## src/rtl/rdagent_port.sv

```systemverilog
// rtl/rdagent_port.sv - read-agent front end: accounter lookup, single-bank read, ordered response FIFO
module rdagent_port #(
  parameter int ADDR_WIDTH   = 8,
  parameter int DATA_WIDTH   = 32,
  parameter int NB_WRAGENT   = 2,
  parameter int SELECT_WIDTH = (NB_WRAGENT == 1) ? 1 : $clog2(NB_WRAGENT),
  parameter int FIFO_DEPTH   = 3
) (
  input  logic                             aclk,
  input  logic                             aresetn,
  input  logic                             req_valid,
  output logic                             req_ready,
  input  logic [ADDR_WIDTH-1:0]            req_addr,
  output logic                             acc_rden,
  output logic [ADDR_WIDTH-1:0]            acc_rdaddr,
  input  logic [SELECT_WIDTH-1:0]          acc_rdselect,
  output logic [NB_WRAGENT-1:0]            bank_rden,
  output logic [ADDR_WIDTH-1:0]            bank_rdaddr,
  input  logic [NB_WRAGENT*DATA_WIDTH-1:0] bank_rddata,
  output logic                             rsp_valid,
  input  logic                             rsp_ready,
  output logic [DATA_WIDTH-1:0]            rsp_data
);

  localparam int PTR_WIDTH = (FIFO_DEPTH <= 2) ? 1 : $clog2(FIFO_DEPTH);
  localparam int CNT_WIDTH = $clog2(FIFO_DEPTH + 1);
  localparam logic [PTR_WIDTH-1:0] PTR_LAST  = PTR_WIDTH'(FIFO_DEPTH - 1);
  localparam logic [CNT_WIDTH:0]   DEPTH_EXT = (CNT_WIDTH + 1)'(FIFO_DEPTH);

  logic                    accept;
  logic                    push;
  logic                    pop;
  logic                    inflight;
  logic                    sel_in_range;
  logic [SELECT_WIDTH-1:0] eff_sel;
  logic [SELECT_WIDTH-1:0] sel_q;
  logic [PTR_WIDTH-1:0]    wr_ptr;
  logic [PTR_WIDTH-1:0]    rd_ptr;
  logic [CNT_WIDTH-1:0]    count;
  logic [CNT_WIDTH:0]      occupancy;
  logic [DATA_WIDTH-1:0]   cap_data;
  logic [DATA_WIDTH-1:0]   mem [FIFO_DEPTH];

  function automatic logic [PTR_WIDTH-1:0] ptr_inc(input logic [PTR_WIDTH-1:0] p);
    return (p == PTR_LAST) ? '0 : p + PTR_WIDTH'(1);
  endfunction

  // Slots already promised (buffered plus the read still in the RAM pipeline)
  // gate new requests, so a push can never land on a full FIFO.
  assign occupancy = {1'b0, count} + {{CNT_WIDTH{1'b0}}, inflight};
  assign req_ready = aresetn && (occupancy < DEPTH_EXT);
  assign accept    = req_valid && req_ready;
  assign acc_rden  = accept;

  assign acc_rdaddr  = req_addr;
  assign bank_rdaddr = req_addr;

  assign push      = inflight;
  assign rsp_valid = aresetn && (count != '0);
  assign pop       = rsp_valid && rsp_ready;
  assign rsp_data  = mem[rd_ptr];

  // Fold a select that names a nonexistent bank onto bank 0.
  always_comb begin
    sel_in_range = 1'b0;
    for (int b = 0; b < NB_WRAGENT; b++) begin
      if (acc_rdselect == SELECT_WIDTH'(b)) sel_in_range = 1'b1;
    end
    eff_sel = sel_in_range ? acc_rdselect : '0;
  end

  // One-hot read enable towards the owning bank, only on an accepted request.
  always_comb begin
    bank_rden = '0;
    for (int b = 0; b < NB_WRAGENT; b++) begin
      bank_rden[b] = accept && (eff_sel == SELECT_WIDTH'(b));
    end
  end

  // Pick the returning bank's word using the select carried across the RAM latency.
  always_comb begin
    cap_data = bank_rddata[DATA_WIDTH-1:0];
    for (int b = 0; b < NB_WRAGENT; b++) begin
      if (sel_q == SELECT_WIDTH'(b)) cap_data = bank_rddata[DATA_WIDTH*b +: DATA_WIDTH];
    end
  end

  // Track the outstanding read and its bank select.
  always_ff @(posedge aclk) begin
    if (!aresetn) begin
      inflight <= 1'b0;
      sel_q    <= '0;
    end else begin
      inflight <= accept;
      if (accept) sel_q <= eff_sel;
    end
  end

  // FIFO pointers and occupancy; push and pop in one cycle leave count alone.
  always_ff @(posedge aclk) begin
    if (!aresetn) begin
      wr_ptr <= '0;
      rd_ptr <= '0;
      count  <= '0;
    end else begin
      if (push) wr_ptr <= ptr_inc(wr_ptr);
      if (pop)  rd_ptr <= ptr_inc(rd_ptr);
      case ({push, pop})
        2'b10:   count <= count + CNT_WIDTH'(1);
        2'b01:   count <= count - CNT_WIDTH'(1);
        default: count <= count;
      endcase
    end
  end

  // FIFO storage; contents are meaningless until count says otherwise, so no reset.
  always_ff @(posedge aclk) begin
    if (push) mem[wr_ptr] <= cap_data;
  end

endmodule

```

## config.mk

```make
export PLATFORM = sky130hd
export DESIGN_NAME = rdagent_port
export DESIGN_NICKNAME = d
export VERILOG_FILES = /design/src/rtl/rdagent_port.sv
export SDC_FILE = /design/constraint.sdc
export NUM_CORES = 1
export LEC_CHECK = 0
export ABC_AREA = 1
export CORE_MARGIN = 2
export CORE_UTILIZATION = 43
export DETAILED_ROUTE_END_ITERATION = 10
export GPL_TIMING_DRIVEN = 1
export PLACE_DENSITY = 0.83
export SYNTH_ARGS = -nofsm -noshare
export SYNTH_HDL_FRONTEND = slang
export SYNTH_SLANG_ARGS = --single-unit
```

## constraint.sdc

```tcl
create_clock -name aclk -period 3.33 [get_ports aclk]
set_input_delay 0.4995 -clock aclk [delete_from_list [all_inputs] [get_ports aclk]]
set_output_delay 0.4995 -clock aclk [all_outputs]
set_load 0.05 [all_outputs]
```

==> impl_metrics.ini <==
[sta]
max_clock_freq_mhz = 346.4
slew_headroom = 0.2677
worst_slew_pin_slew_ns = 1.097
hold_viol_final = 0
finalSetupViolCount = 0
period_share = 0.8669
whs_ns = 0.4994
rsz0062_at_grt = false
slew_viol_final = 0
fin_tns_setup_ns = 0
finClkSkew_ns = 0.01236
period_needed_ns = 2.887

[grt]
antenna_found_initial = 0
grt_max_degree = 34
track_usage = 0.1761
grt_pass1_vias = 3324
overflow = 0
grt_pass1_wl_um = 15660

[placement]
globalplace.congestion = 0.7399
place.port_buffers = 105
hpwl_um = 6476

[critical_path]
cp_max_fo = 7
critical_path_depth = 6
crit_type = in -> out
path_common_cell = clkdlybuf4s50_1
critPathSlowestCell = clkdlybuf4s50_1
cp_top_family = buffers and inverters
ff2ff_path_depth = 4
critical_path_required_ns = 2.83
cp-start-kind = input pin
path_buf_inv = 4
path_cells = clkdlybuf4s50_1, inv_2, nor2_1, nand4_1, inv_1, clkdlybuf4s50_1
arrival_ns = 2.39
endpoint_kind = output port
cpPeakStageDelay_ns = 0.79

[floorplanning]
die_width_um = 107.1
ios = 130
placementRows = 37
fp.dieArea_mm2 = 0.01146
core_mm2 = 0.01032
initial_core_util = 0.4425
die_h_um = 107.1

[worst_hold_path]
hold_depth = 2
hold_class = reg -> reg

[detailed_routing]
drtPass1Iterations = 4
vias = 3219
post_drt_via_cell_ratio = 4.937
wl_um = 10040
ant_nets = 0
wl_per_cell_um = 15.40
drt_iter0_markers = 117
route.detailed.drc = 0

[layout]
diodes = 0
drive_gt1_frac = 0.1143
final_common_cell = nand2_1
nets = 591
final_cell_mix = 140 x nand2_1, 96 x edfxtp_1, 73 x clkdlybuf4s50_1, 67 x a21oi_1, 40 x nor2_1
area_growth_pct = 24.19
fill_cells = 884

[synthesis]
ys_ff_latch = 106
syn_avg_cell_area_um2 = 10.75
synth.area.top_cells = edfxtp_1 63%, nand2_1 12%, a21oi_1 7.3%
synth_top_cell_by_area = edfxtp_1
synth_cell_type_count = 18
syn-num-nets = 505
yosysTopAreaCellShare = 0.6311
yosysSeqAreaShare = 0.6749
ys_warn_count = 0
synth_cells = 425
syn_area_mm2 = 0.004568

[clock_tree]
clock-root-buffer = clkbuf_8
cts_resized = 0
cts_buffers = 9
post_cts_buffers = 0
h-tree-depth = 3
cts_tree = yes
cts_hold_buffers = 0
insertion_delay_ns = 0.36
cts.path.max_buffers = 2
clk_pin_slew_ns = 0.09
cts_sinks = 106

[power_and_ir_drop]
power_density_mw_per_mm2 = 531.7
power_leakage_nw = 2.263
peakVddDrop_uv = 248.7
power_w = 0.003016

[job]
drv_cap = 0

[outcome]
status = complete, no violations
==> per-layer routing <==
layer,share of wire,wire length [um],up-vias,global-route usage
met1,0.41,4165,1549,0.2047
met5,0,0,-,0
li1,-,-,1577,-
met2,0.53,5323,81,0.3291
met4,0.010,101,0,0.05473
met3,0.045,449,12,0.02918
==> logic make-up (layout without fill, tap and decap cells) <==
group | Yosys count | after routing | synth area share
adders and majority gates | 3 | 3 | 0.008218
xor gates and xnor gates | 1 | 1 | 0.001918
AOI/OAI and AO/OA | 69 | 69 | 0.07724
DFF | 106 | 106 | 0.6749
buffers and inverters | 56 | 147 | 0.07669
and+or+nand+nor | 190 | 190 | 0.1611
==> worst min-delay path: cells and delay by family, from the launching register on <==
kind	cells	cell delay [ns]
flops	1	0.33
simple gates	1	0.07
compound gates	1	0.06
==> where the power goes <==
group | switching (W) | leakage (nW) | internal [W] | total (W)
sequential | 0.0000257 | 0.959 | 0.00152 | 0.00154
clock | 0.000414 | 0.0874 | 0.000342 | 0.000756
combinational | 0.000478 | 1.22 | 0.000238 | 0.000717
total | 0.000918 | 2.26 | 0.00210 | 0.00302
==> Yosys cell counts <==
master    count
nand2_1     140
edfxtp_1     96
a21oi_1      67
nor2_1       40
buf_4        20
inv_1        16
buf_2        10
dfxtp_1      10
buf_6         7
nand3_1       6
ha_1          3
inv_2         3
a21oi_2       2
nand4_1       1
nand4_2       1
nor3_1        1
or2_1         1
xor2_1        1
==> sequential cells by signal, summed over array words and instances (netlist names), named ones only <==
register,count
count,2
inflight,1
mem,96
rd_ptr,2
sel_q,1
wr_ptr,2
==> per-stage QoR <==
| stage | cells | instance area, um2 | util | worst slack (ns) |
|---|---|---|---|---|
| floorplan | 425 | 4568 | - | 0.2290 |
| global placement | 636 | 5488 | 0.5316 | 0.5274 |
| detailed placement | 636 | 5488 | 0.5316 | 0.4522 |
| CTS | 652 | 5673 | 0.5495 | 0.4333 |
| global route | 652 | 5673 | 0.5495 | 0.3491 |
| finish | 652 | 5673 | 0.5495 | 0.4432 |
==> worst paths after layout <==
check | end | from | slack, ns
min reg2reg | wr_ptr[1] | wr_ptr[1] | 0.50
max reg2reg | mem[1][10] | sel_q | 1.48
min | wr_ptr[1] | wr_ptr[1] | 0.50
max | bank_rden[0] | aresetn | 0.44
==> final cells by class <==
type                    count  area [um2]  area share
inverters                  19       71.32     0.01257
clock buffers              10       127.6     0.02250
repair buffers            112        1023      0.1804
multi-input cells         263        1140      0.2009
clock inverters             6       57.56     0.01015
well taps                 136       170.2     0.03000
flip-flops and latches    106        3083      0.5435
(Power assumes the default switching activity.)
